<file path="src/rtl/cond_eval_unit.sv">
// Condition-evaluation stage: NZCV flag register, 4-bit condition check per accepted
// instruction (optional flag bypass, legacy 2-bit encoding) and predicated-block sequencing.
module cond_eval_unit #(
    parameter int LEGACY_MODE = 0,
    parameter int BYPASS      = 1,
    parameter int MAX_PRED    = 4,
    parameter int PCNT_W      = 3
) (
    input  logic                i_clock,
    input  logic                i_reset,
    input  logic                i_flag_we,
    input  logic [3:0]          i_flag_in,
    input  logic [3:0]          i_flag_mask,
    input  logic                i_cond_valid,
    input  logic [3:0]          i_cond,
    input  logic                i_stall,
    input  logic                i_flush,
    input  logic                i_pred_start,
    input  logic [PCNT_W-1:0]   i_pred_len,
    input  logic [3:0]          i_pred_cond,
    input  logic [MAX_PRED-1:0] i_pred_mask,
    output logic                o_out_valid,
    output logic                o_out,
    output logic [3:0]          o_flag_out,
    output logic                o_pred_active
);

    function automatic logic f_eval_cond(input logic [3:0] cond, input logic [3:0] flags,
                                         input logic legacy);
        logic n, z, c, v, pass;
        n = flags[3];
        z = flags[2];
        c = flags[1];
        v = flags[0];
        pass = 1'b0;
        if (legacy) begin
            case (cond[1:0])
                2'b00:   pass = 1'b1;
                2'b01:   pass = z;
                2'b10:   pass = ~n;
                2'b11:   pass = n;
                default: pass = 1'b0;
            endcase
        end else begin
            case (cond)
                4'h0:    pass = z;
                4'h1:    pass = ~z;
                4'h2:    pass = c;
                4'h3:    pass = ~c;
                4'h4:    pass = n;
                4'h5:    pass = ~n;
                4'h6:    pass = v;
                4'h7:    pass = ~v;
                4'h8:    pass = c & ~z;
                4'h9:    pass = ~c | z;
                4'hA:    pass = (n == v);
                4'hB:    pass = (n != v);
                4'hC:    pass = ~z & (n == v);
                4'hD:    pass = z | (n != v);
                4'hE:    pass = 1'b1;
                default: pass = 1'b0;
            endcase
        end
        return pass;
    endfunction

    logic [3:0]          r_flags;
    logic                r_out_valid;
    logic                r_out;
    logic                r_pred_active;
    logic [PCNT_W-1:0]   r_count;
    logic [PCNT_W-1:0]   r_index;
    logic [3:0]          r_pred_cond;
    logic [MAX_PRED-1:0] r_pred_mask;

    logic [3:0]          w_flags_next;
    logic [3:0]          w_eval_flags;
    logic                w_len_nonzero;
    logic                w_load;
    logic                w_use_pred;
    logic                w_mask_bit;
    logic [3:0]          w_eff_cond;
    logic                w_pass;
    logic [PCNT_W-1:0]   w_len_clamped;
    logic [PCNT_W-1:0]   w_count_next;
    logic [PCNT_W-1:0]   w_index_next;

    assign w_flags_next  = (i_flag_in & i_flag_mask) | (r_flags & ~i_flag_mask);
    assign w_eval_flags  = ((BYPASS != 0) && i_flag_we) ? w_flags_next : r_flags;
    assign w_len_nonzero = (i_pred_len != {PCNT_W{1'b0}});
    assign w_load        = i_pred_start & ~i_stall & ~i_flush & w_len_nonzero;
    // A pred-setup instruction is judged on its own Cond even if an older block is still live.
    assign w_use_pred    = r_pred_active & ~(i_pred_start & w_len_nonzero);
    assign w_len_clamped = (i_pred_len > PCNT_W'(MAX_PRED)) ? PCNT_W'(MAX_PRED) : i_pred_len;
    assign w_eff_cond    = w_use_pred ? (r_pred_cond ^ {3'b000, w_mask_bit}) : i_cond;
    assign w_pass        = f_eval_cond(w_eff_cond, w_eval_flags, (LEGACY_MODE != 0));

    // Select the inversion bit for the current position within the block.
    always_comb begin
        w_mask_bit = 1'b0;
        for (int i = 0; i < MAX_PRED; i++) begin
            if (r_index == PCNT_W'(i)) begin
                w_mask_bit = r_pred_mask[i];
            end else begin
                w_mask_bit = w_mask_bit;
            end
        end
    end

    // Next-state for the predication counter and block index.
    always_comb begin
        w_count_next = r_count;
        w_index_next = r_index;
        if (i_flush) begin
            w_count_next = {PCNT_W{1'b0}};
            w_index_next = {PCNT_W{1'b0}};
        end else if (i_stall) begin
            w_count_next = r_count;
            w_index_next = r_index;
        end else if (w_load) begin
            w_count_next = w_len_clamped;
            w_index_next = {PCNT_W{1'b0}};
        end else if (i_cond_valid && r_pred_active) begin
            w_count_next = r_count - PCNT_W'(1);
            w_index_next = r_index + PCNT_W'(1);
        end else begin
            w_count_next = r_count;
            w_index_next = r_index;
        end
    end

    // Flag register: masked ALU updates, unaffected by stall and flush.
    always_ff @(posedge i_clock) begin
        if (i_reset) begin
            r_flags <= 4'b0000;
        end else if (i_flag_we) begin
            r_flags <= w_flags_next;
        end
    end

    // Predication state and latched block parameters.
    always_ff @(posedge i_clock) begin
        if (i_reset) begin
            r_count       <= {PCNT_W{1'b0}};
            r_index       <= {PCNT_W{1'b0}};
            r_pred_active <= 1'b0;
            r_pred_cond   <= 4'b0000;
            r_pred_mask   <= {MAX_PRED{1'b0}};
        end else begin
            r_count       <= w_count_next;
            r_index       <= w_index_next;
            r_pred_active <= (w_count_next != {PCNT_W{1'b0}});
            if (w_load) begin
                r_pred_cond <= i_pred_cond;
                r_pred_mask <= i_pred_mask;
            end
        end
    end

    // Result register: flush kills, stall holds, otherwise capture the accepted evaluation.
    always_ff @(posedge i_clock) begin
        if (i_reset) begin
            r_out_valid <= 1'b0;
            r_out       <= 1'b0;
        end else if (i_flush) begin
            r_out_valid <= 1'b0;
        end else if (!i_stall) begin
            r_out_valid <= i_cond_valid;
            if (i_cond_valid) begin
                r_out <= w_pass;
            end
        end
    end

    assign o_out_valid   = r_out_valid;
    assign o_out         = r_out;
    assign o_flag_out    = r_flags;
    assign o_pred_active = r_pred_active;

endmodule

</file>
<file path="config.mk">
export PLATFORM = sky130hd
export DESIGN_NAME = cond_eval_unit
export DESIGN_NICKNAME = d
export VERILOG_FILES = /design/src/rtl/cond_eval_unit.sv
export SDC_FILE = /design/constraint.sdc
export NUM_CORES = 1
export LEC_CHECK = 0
export CORE_MARGIN = 2
export CORE_UTILIZATION = 48
export CTS_CLUSTER_DIAMETER = 120
export DETAILED_ROUTE_END_ITERATION = 7
export PLACE_DENSITY = 0.82
export SLEW_MARGIN = 25
export SYNTH_ARGS = -nofsm -noshare
export SYNTH_HDL_FRONTEND = slang
export SYNTH_SLANG_ARGS = --single-unit
</file>
<file path="constraint.sdc">
create_clock -name i_clock -period 3 [get_ports i_clock]
set_input_delay 0.6 -clock i_clock [delete_from_list [all_inputs] [get_ports i_clock]]
set_output_delay 0.6 -clock i_clock [all_outputs]
set_load 0.01 [all_outputs]
</file>
# Word-level counts from Yosys, hierarchy flattened
# Index checks and enable logic that the tools add are counted.
[totals]
ff_bits = 21
latch_bits = 0
mem_bits_rw = 0
romBits = 0
inputBits = 30
out_inout_bits = 7
wordCells = 74
mem_count = 0
[op_classes]
addsub = 2
n_mul = 0
n_div = 0
n_lt_le_gt_ge = 1
eq_ne = 19
shift = 0
n_mux = 14
bitwise = 21
n_reduce_logical = 9
[ops]
columns = ["cell", "n"]
rows = [
  ["equality test 4 bit, second input constant", 7],
  ["two-way mux 3 bit", 7],
  ["equality test 4 x 3 -> 1 bit, second input constant", 4],
  ["case mux 1 bit (15 select lines)", 1],
  ["AND 4 bit", 2],
  ["equality test 4 x 2 -> 1 bit, second input constant", 2],
  ["two-way mux 4 bit", 2],
  ["AND 1 bit", 7],
  ["NOT 1 bit", 7],
  ["equality test 3 x 2 -> 1 bit, second input constant", 2],
  ["nonzero test 3 bit", 2],
  ["equality test 4 x 1 -> 1 bit, second input constant", 1],
  ["logical NOT 4 bit", 1],
  ["two-way mux 1 bit", 4],
  ["NOT 4 bit", 1],
  ["OR 4 bit", 1],
  ["bitwise XOR 4 x 1 -> 4 bit", 1],
  ["adder 3 x 1 -> 3 bit, second input constant", 1],
  ["equality test 3 x 1 -> 1 bit, second input constant", 1],
  ["> comparator 3 bit, second input constant", 1],
  ["logical NOT 3 bit", 1],
  ["AND reduction 3 bit", 1],
  ["subtractor 3 x 1 -> 3 bit, second input constant", 1],
  ["OR 1 bit", 2],
  ["6 further kinds", 6],
]

# Logic depth before layout (Yosys ltp)
[logic_depth]
depth_word = 9
mapped_depth = 9

# Least setup slack after synthesis
# Ideal clock, no wire load.
[synth_path]
kind = "input to register"
from = "input i_pred_len[2]"
to = "register r_out, in the netlist o_out"
t_arrival_ns = 2.086
required_ns = 2.926
slack_ns = 0.840
cell_stages = 8
cell_sequence = "o31ai_4 -> nand2_4 -> buf_6 -> a21boi_4 -> mux2_2 -> nor3_1 -> a311oi_1 -> a31oi_1"
[synth_between]
elab_chain_cells = 7
[synth_lines]
columns = ["item", "line", "rtl"]
rows = [
  ["start, declared", "19", "input logic [PCNT_W-1:0] i_pred_len,"],
  ["nonzero test 3 bit *", "90", "assign w_len_nonzero = (i_pred_len != {PCNT_W{1'b0}});"],
  ["AND 1 bit *", "93", "assign w_use_pred = r_pred_active & ~(i_pred_start & w_len_nonzero);"],
  ["NOT 1 bit *", "93", ""],
  ["AND 1 bit *", "93", ""],
  ["two-way mux 4 bit *", "95", "assign w_eff_cond = w_use_pred ? (r_pred_cond ^ {3'b000, w_mask_bit}) : i_cond;"],
  ["equality test 4 bit (tied with other cells)", "45", "case (cond)"],
  ["case mux 1 bit (15 select lines) *", "45", ""],
  ["end signal, assigned", "170", "r_out <= w_pass;"],
  ["end, declared", "69", "logic r_out;"],
]
# Every way passes the cells marked *; elsewhere a longest branch is shown, timed or not.
# A chain may end at the register's enable or synchronous reset.

# Worst setup path in the final report
# Ends and elaborated chain as after synthesis.

==> results by group <==
Synthesis
  • Register area share after synthesis: 29.7%
  • Netlist cell types: 51
  • Average size of a mapped cell: 8.62 um^2
  • Syn Nets: 200
  • Syn Inst Count: 164
  • Most used DFF post-synth: dfxtp_1
  • Top-area cell type share of the netlist area: 29.7%
  • Largest cells by area after synthesis: dfxtp_1, mux2i_1, nor2_1, ha_1, nand2_1
  • #FFs+latches synth: 21
  • Post-Syn Area: 1410 um^2
  • Ys async rst share: 0%
  • Synth area leader: dfxtp_1
  • EDFF count, synth: 0
  • Synth cell count leaders: dfxtp_1, nor2_1, mux2i_1
  • Synth warn: 0

Place
  • Placement Cell Area: 1820 um^2
  • Port buffer count: 36
  • Hpwl dp: 2690 um
  • Placer Congestion: 0.896

Critical path
  • CP Max Fanout: 11
  • CP Capture Type: register
  • Worst path depth: 8
  • R2R depth: 9
  • CP max stage delay: 480 ps
  • Largest delay contributor family on the critical path: multiplexers
  • Slowest cell on the critical path: clkdlybuf4s50_1
  • Crit path buffers/inverters: 1
  • Startpoint Class: input pin
  • Critical path class: in2reg
  • Critical path cell sequence: clkdlybuf4s50_1 > o31ai_4 > nand2_4 > mux2i_4 > mux2_4 > mux2i_1 > a221o_1 > a31oi_1
  • CP Data Arrival Time: 2790 ps
  • Critical path required time: 3210 ps

Finish
  • Ant diodes: 0
  • Area Overhead vs Synth: 30.6%
  • Layout Nets: 241
  • Layout cells sized above 1: 10.3%
  • Design area: 1850 um^2

Floorplanning
  • Die W: 58.3 um
  • Core Rows: 19
  • I/O pin cnt: 37
  • Initial Util: 50.8%
  • Die height: 58.3 um
  • Core area: 2780 um^2
  • Die area: 3400 um^2

Power and ir drop
  • Cell Pwr Density: 324 nW/um^2
  • Worst IR Drop VDD: 0.259 mV
  • Leakage: 0.742 nW
  • PnR Total Power: 0.000599 W

Timing
  • Min Clock Period, post-route: 2580 ps
  • Max-slew violations: 0
  • Final Setup Violations: 0
  • Clock Skews: 10.4 ps
  • Final Hold Viols: 0
  • RSZ-0062 raised after global routing: no
  • Worst-margin pin slew: 496 ps
  • Slew headroom: 66.8%
  • Setup TNS Final: 0 ps
  • Fmax: 387 MHz
  • Post-route clock period utilization: 86.1%

Clock tree
  • Hold_buf cts: 0
  • Setup bufs post-CTS: 0
  • Root buf cell: clkbuf_4
  • CTS tree: done
  • CTS Buffer Depth: 2
  • Clk_lat worst skew: 310 ps
  • Clock transition at path regs: 120 ps
  • H-tree levels: 1
  • Number of CTS-inserted buffers: 3
  • Post-cts resize count: 0
  • CTS sink count: 21

Global routing
  • Grt total ovfl: 0
  • Vias in the first global route: 1296
  • Initial antenna violation count: 0
  • Overall routing resource usage: 21.1%
  • First-pass GRT wire length: 5560 um
  • Largest net degree at the start of global routing: 16

Drt
  • Final wirelength: 3430 um
  • Vias: 1370
  • Avg WL per Cell: 14.6 um
  • # DRC: 0
  • Pre-Repair DR Iteration Count: 5
  • DRT antenna net count: 0
  • Vias per cell: 5.83
  • Number of DRC markers in iteration 0: 42

Run
  • Max Cap Viol: 0

Worst hold path
  • Hold depth: 2
  • Worst hold path class: reg2reg

Outcome
  • Status: complete, no violations
## area by class of cell
cell class,instances,area (um^2)
well taps,31,38.8
clock buffers,4,26.3
inverters,9,33.8
fillers,242,935
repair buffers,40,390
multi-input cells,130,937
flip-flops and latches,21,420
## cells in the final DEF, fill, tap and decap left out, types with 2 or more instances in the layout
cell             instances
a21bo_2                  2
a21o_1                   4
a21oi_1                  5
a311oi_1                 3
a31oi_1                  4
and2_1                   3
and3_1                   2
buf_4                    4
clkbuf_4                 3
clkdlybuf4s50_1         36
dfxtp_1                 21
ha_1                     6
inv_1                    9
mux2i_1                 13
nand2_1                 10
nand2b_1                 3
nand3_1                  7
nand4_1                  3
nor2_1                  21
nor2b_1                  3
nor3_1                   6
o2111ai_1                2
o211ai_1                 2
o21ai_0                  3
xnor2_1                  2
## worst paths after layout
path	startpoint	slack [ps]	endpoint
worst max-delay path	i_pred_len[2]	420	o_out
worst min-delay path	r_count[1]	500	r_count[1]
worst max register to register	r_index[1]	690	o_out
worst min register to register	r_count[1]	500	r_count[1]
## state kept, by name, indices dropped and copies added, names as in the netlist
name           flops
o_flag_out         4
o_out              1
o_out_valid        1
o_pred_active      1
r_count            3
r_index            3
r_pred_cond        4
r_pred_mask        4
## report_power, final
part | switching (W) | total [W] | internal (W)
logic | 0.0000738 | 0.000161 | 0.0000873
clock network | 0.0000893 | 0.000141 | 0.0000520
registers | 0.00000841 | 0.000296 | 0.000288
total | 0.000172 | 0.000599 | 0.000427
## routing by layer
layer	vias up	wire length [um]	GRT usage [%]
met2	59	1690	35.8
met4	0	40	7.64
met1	624	1500	26.9
li1	681	-	-
met3	6	204	3.13
met5	-	0	0
## cells by family after synthesis
| logic type | after synthesis | synth area share (%) |
|---|---|---|
| AO/OA/AOI/OAI | 42 | 24.7 |
| multiplexers | 16 | 12.7 |
| XOR/XNOR | 2 | 1.24 |
| adder cells (fa/ha/maj) | 6 | 5.31 |
| flip-flops | 21 | 29.7 |
| buffers and inverters | 13 | 3.98 |
| AND/OR/NAND/NOR | 64 | 22.4 |
## tightest hold or removal path, delay by kind of cell (launching register included)
kind | cells | cell delay [ps]
compound gates | 1 | 80
buf+inv | 1 | 70
flops | 1 | 320
## stage by stage
stage / worst slack [ps] / utilization, % / std cells / hold slack, ps
6_report: 416 / 66.4 / 235 / 501
5_1_grt: 285 / 66.4 / 235 / 524
4_1_cts: 430 / 66.4 / 235 / 500
3_5_place_dp: 78.6 / 65.5 / 231 / 482
3_3_place_gp: 198 / 65.5 / 231 / 471
2_1_floorplan: 840 / - / 164 / 442
Note: power is estimated with default switching activity, not from simulation.
==> RTL edit 1: new RTL, same settings <==
Change the parameter `LEGACY_MODE` from 0 to 1.
--- a/src/rtl/cond_eval_unit.sv
+++ b/src/rtl/cond_eval_unit.sv
@@ -3,3 +3,3 @@
 module cond_eval_unit #(
-    parameter int LEGACY_MODE = 0,
+    parameter int LEGACY_MODE = 1,
     parameter int BYPASS      = 1,
Behaviour: not the same (a bounded check fails within 4 cycles, from zero or initial values and one cycle with i_reset high).
==> RTL edit 1 against the original RTL <==
  * Register-to-register slack better by 0.18 ns
  * Non-clock buffer count down 8
  * Wire length down 30%
  * Power down 20%
  * Cell area down 24%
  * Clock power down 11%
  * Setup slack better by 0.30 ns
  * Synthesized area down 27%
  * Highest routed layer unchanged
  * Sequential cell count down 2
  * Largest power group unchanged
==> RTL edit 1: results (changes against the original RTL) <==
[yosys]
ys_types=40  ; -22%
netlist_top_cells_area=dfxtp_1 37%, nand2_1 8.3%, ha_1 7.3%
synthMuxAreaShare_pct=5.08  ; -7.6 points
synth_adder_area_share_pct=7.26  ; +1.9 points
yosys_most_used_dff=dfxtp_1
yosysSeqAreaShare_pct=36.8  ; +7.0 points
synthTopCellsByCount=23 x nand2_1, 19 x dfxtp_1, 13 x a21oi_1, 10 x nor2_1, 6 x ha_1
synth-compound-area-share_pct=16.7  ; -8.0 points

[global_routing]
grt_util_all_layers_pct=20.6  ; -0.44 points
first_global_vias=969  ; -25%
grt_pass1_wl_mm=4.06  ; -27%
grt_max_degree=13  ; -3

[worst_setup_path]
critPathSlowestCell=o31ai_1
crit_fanout=6  ; -5
reg2reg_setup_slack_ns=0.87  ; +0.18 ns
reg2reg_from=r_index[1]
slowest_delay_ns=0.56  ; +0.08 ns

[detailed_routing]
vias_per_cell=5.41  ; -7.2%
first_iter_violations=21  ; -50%
routedWlPerCell_um=13.1  ; -11%
firstDrtPassIters=4  ; -1

[clock_network]
clk_latency_ns=0.29  ; -0.02 ns

[power_and_ir_drop]
p_leak_nw=0.504  ; -32%
peakVddDrop_uv=261  ; +0.78%

[sta]
tightestPinTransition_ns=0.648  ; +0.152 ns
fin_skew_ns=0.00575  ; -0.00463 ns

[finish]
drive_above_1_share_pct=6.96  ; -3.3 points

[run_status]
status=completed

[placement]
portBuffers=32  ; -11%

[RTL edit 1: changes by cell type in the layout (fill, tap and decap cells not counted), moves of 4 or more]
cell             before  now
a21oi_1               5   13
nor2_1               21   10
a31oi_1               4    0
clkdlybuf4s50_1      36   32
buf_4                 4    0
nand2_1              10   23
inv_1                 9    5
nand3_1               7    3
mux2i_1              13    3
[RTL edit 1: cells by family (layout without fill, tap and decap cells)]
| group | count (synthesis) | in the layout |
|---|---|---|
| buffers and inverters | 8 | 41 |
| XOR/XNOR | 1 | 1 |
| adder cells (fa/ha/maj) | 6 | 6 |
| AO/OA/AOI/OAI | 27 | 27 |
| flip-flops | 19 | 19 |
| multiplexers | 5 | 5 |
| AND/OR/NAND/NOR | 59 | 59 |
[RTL edit 1: worst max path at each step]
stage,slack (ns),startpoint,end
final,0.72,i_pred_len[2],o_out
after global routing,0.60,i_pred_len[2],o_out
after CTS,0.79,i_stall,o_pred_active
after detailed placement,0.48,i_stall,o_pred_active
after global placement,0.55,i_stall,o_pred_active
after floorplan,1.07,i_pred_len[0],o_pred_active
[RTL edit 1: metrics by stage]
stage | cells | hold WS (ns) | setup WS (ns) | area [um2] | power, mW
floorplan | 125 | 0.432 | 1.07 | 1030 | 0.306
global placement | 181 | 0.440 | 0.549 | 1370 | 0.356
detailed placement | 181 | 0.446 | 0.482 | 1370 | 0.360
CTS | 185 | 0.462 | 0.794 | 1400 | 0.486
global route | 185 | 0.492 | 0.597 | 1400 | 0.510
finish | 185 | 0.459 | 0.715 | 1400 | 0.481
[RTL edit 1: layout make-up]
| type | instances | area, um2 |
|---|---|---|
| multi-input combinational | 98 | 617 |
| fill | 180 | 606 |
| sequential | 19 | 380 |
| timing repair buffer | 32 | 320 |
| tap | 27 | 33.8 |
| clock buffer | 4 | 26.3 |
| inverter | 5 | 18.8 |
[RTL edit 1: report_power, final]
part | switching, mW | total, mW | internal [mW]
registers | 0.00510 | 0.265 | 0.260
clock network | 0.0744 | 0.126 | 0.0516
logic | 0.0366 | 0.0895 | 0.0529
[RTL edit 1: tightest hold or removal path, delay by kind of cell, from the launching register on]
family	cells	cell delay [ns]
DFF	1	0.32
and+or+nand+nor	1	0.05
AOI/OAI and AO/OA	1	0.05
[RTL edit 1: routing by layer]
metal  GRT usage [%]  vias up  wire length, um
li1                -      503                -
met5               0        -                0
met3            3.27        4              140
met4            5.41        0               18
met2            36.8       40             1160
met1            25.6      454             1100
==> RTL edit 2: new RTL, same settings <==
Without the edit above. Register the output `o_pred_active` once more, cleared by the reset; this adds one clock of latency there. The other outputs are not delayed to match.
--- a/src/rtl/cond_eval_unit.sv
+++ b/src/rtl/cond_eval_unit.sv
@@ -177,3 +177,9 @@
     assign o_flag_out    = r_flags;
-    assign o_pred_active = r_pred_active;
+    always_ff @(posedge i_clock) begin
+        if (i_reset) begin
+            o_pred_active <= '0;
+        end else begin
+            o_pred_active <= r_pred_active;
+        end
+    end
 
Formal check against the unedited RTL: not equivalent (Yosys sat finds a counterexample within 4 cycles, from zero or initial values and one cycle with i_reset high).
==> RTL edit 2 against the original RTL <==
  * Non-clock buffer count is 2 lower
  * Setup slack worse by 0.084 ns
  * Cell area is 0.68% higher
  * Count of clock-buffer cells in the layout is 1 lower
  * Wire length is 9.3% higher
  * Power is 1.0% higher
  * Via count is 7.2% higher
  * Synthesized cell count is 10% higher
  * Register-to-register slack worse by 0.19 ns
  * Clock power is 4% lower
  * Global-route usage is 3.0 points higher
  * Synthesized area is 2.7% higher
  * Sequential cell count is 1 higher
==> RTL edit 2: results (changes against the original RTL) <==
[finish]
sh_seq_area_pct=23.7  ; +0.92 points
final-clk-cell-share_pct=1.21  ; -0.21 points
multi_input_area_share_pct=51.4  ; +0.67 points
buf_share_pct=20.2  ; -0.95 points
layout.nets=254  ; +5.4%
clkbuf_count=3  ; -1
drive_above_1_share_pct=11.6  ; +1.3 points
inv_count=7  ; -2
multi_input_comb_cells=146  ; +12%
n_all_buffers=38  ; -5.0%

[run_status]
status=completed

[sta]
relSlewSlack_pct=58.1  ; -8.7 points

[yosys]
synthXorXnorAreaFrac_pct=0.603  ; -0.64 points
synthTopCellsByCount=28 x nand2_1, 22 x dfxtp_1, 21 x a21oi_1, 13 x nor2_1
synthCells=181  ; +10%
synth-compound-area-share_pct=25.5  ; +0.80 points
yosysSeqAreaShare_pct=30.3  ; +0.58 points
netlist_top_cells_area=dfxtp_1 30%, a21oi_1 7.2%, nand2_1 7.2%

[detailed_routing]
firstDrtPassIters=4  ; -1
routedWlPerCell_um=15.2  ; +4.0%

[worst_setup_path]
worstPathArrival_ns=2.91  ; +0.12 ns

[power_and_ir_drop]
peakVddDrop_uv=288  ; +11%

[global_routing]
grtUsageMet1_pct=30.6  ; +3.8 points
grt_pass1_wl_mm=6.37  ; +15%
grt_max_degree=15  ; -1

[placement]
dp_cells=244  ; +5.6%

==> RTL edit 2: cell count changes after synthesis, moves of 3 or more <==
cell      change
mux2i_1       -6
a21o_1        -3
a21oi_1      +16
nor2_1        -8
nand2_1      +18
a311oi_1      -3
nor2b_1       -3
a31oi_1       -3
clkbuf_1      +3
==> RTL edit 2: power groups by stage <==
stage                     clock network, mW  registers [mW]  logic (mW)
after detailed placement                  0           0.317       0.158
after global placement                    0           0.316       0.156
after global routing                  0.149           0.312       0.175
after floorplan                           0           0.315      0.0851
after CTS                             0.134           0.310       0.159
final                                 0.135           0.310       0.159
==> RTL edit 2: how the worst min path moves through the flow <==
stage / start / end / cells past startpoint
after global placement: o_out_valid / o_out_valid / 2
after global routing: o_out_valid / o_out_valid / 2
after CTS: r_pred_mask[0] / r_pred_mask[0] / 2
final: r_pred_mask[0] / r_pred_mask[0] / 2
after detailed placement: r_pred_mask[0] / r_pred_mask[0] / 2
after floorplan: r_pred_mask[0] / r_pred_mask[0] / 2
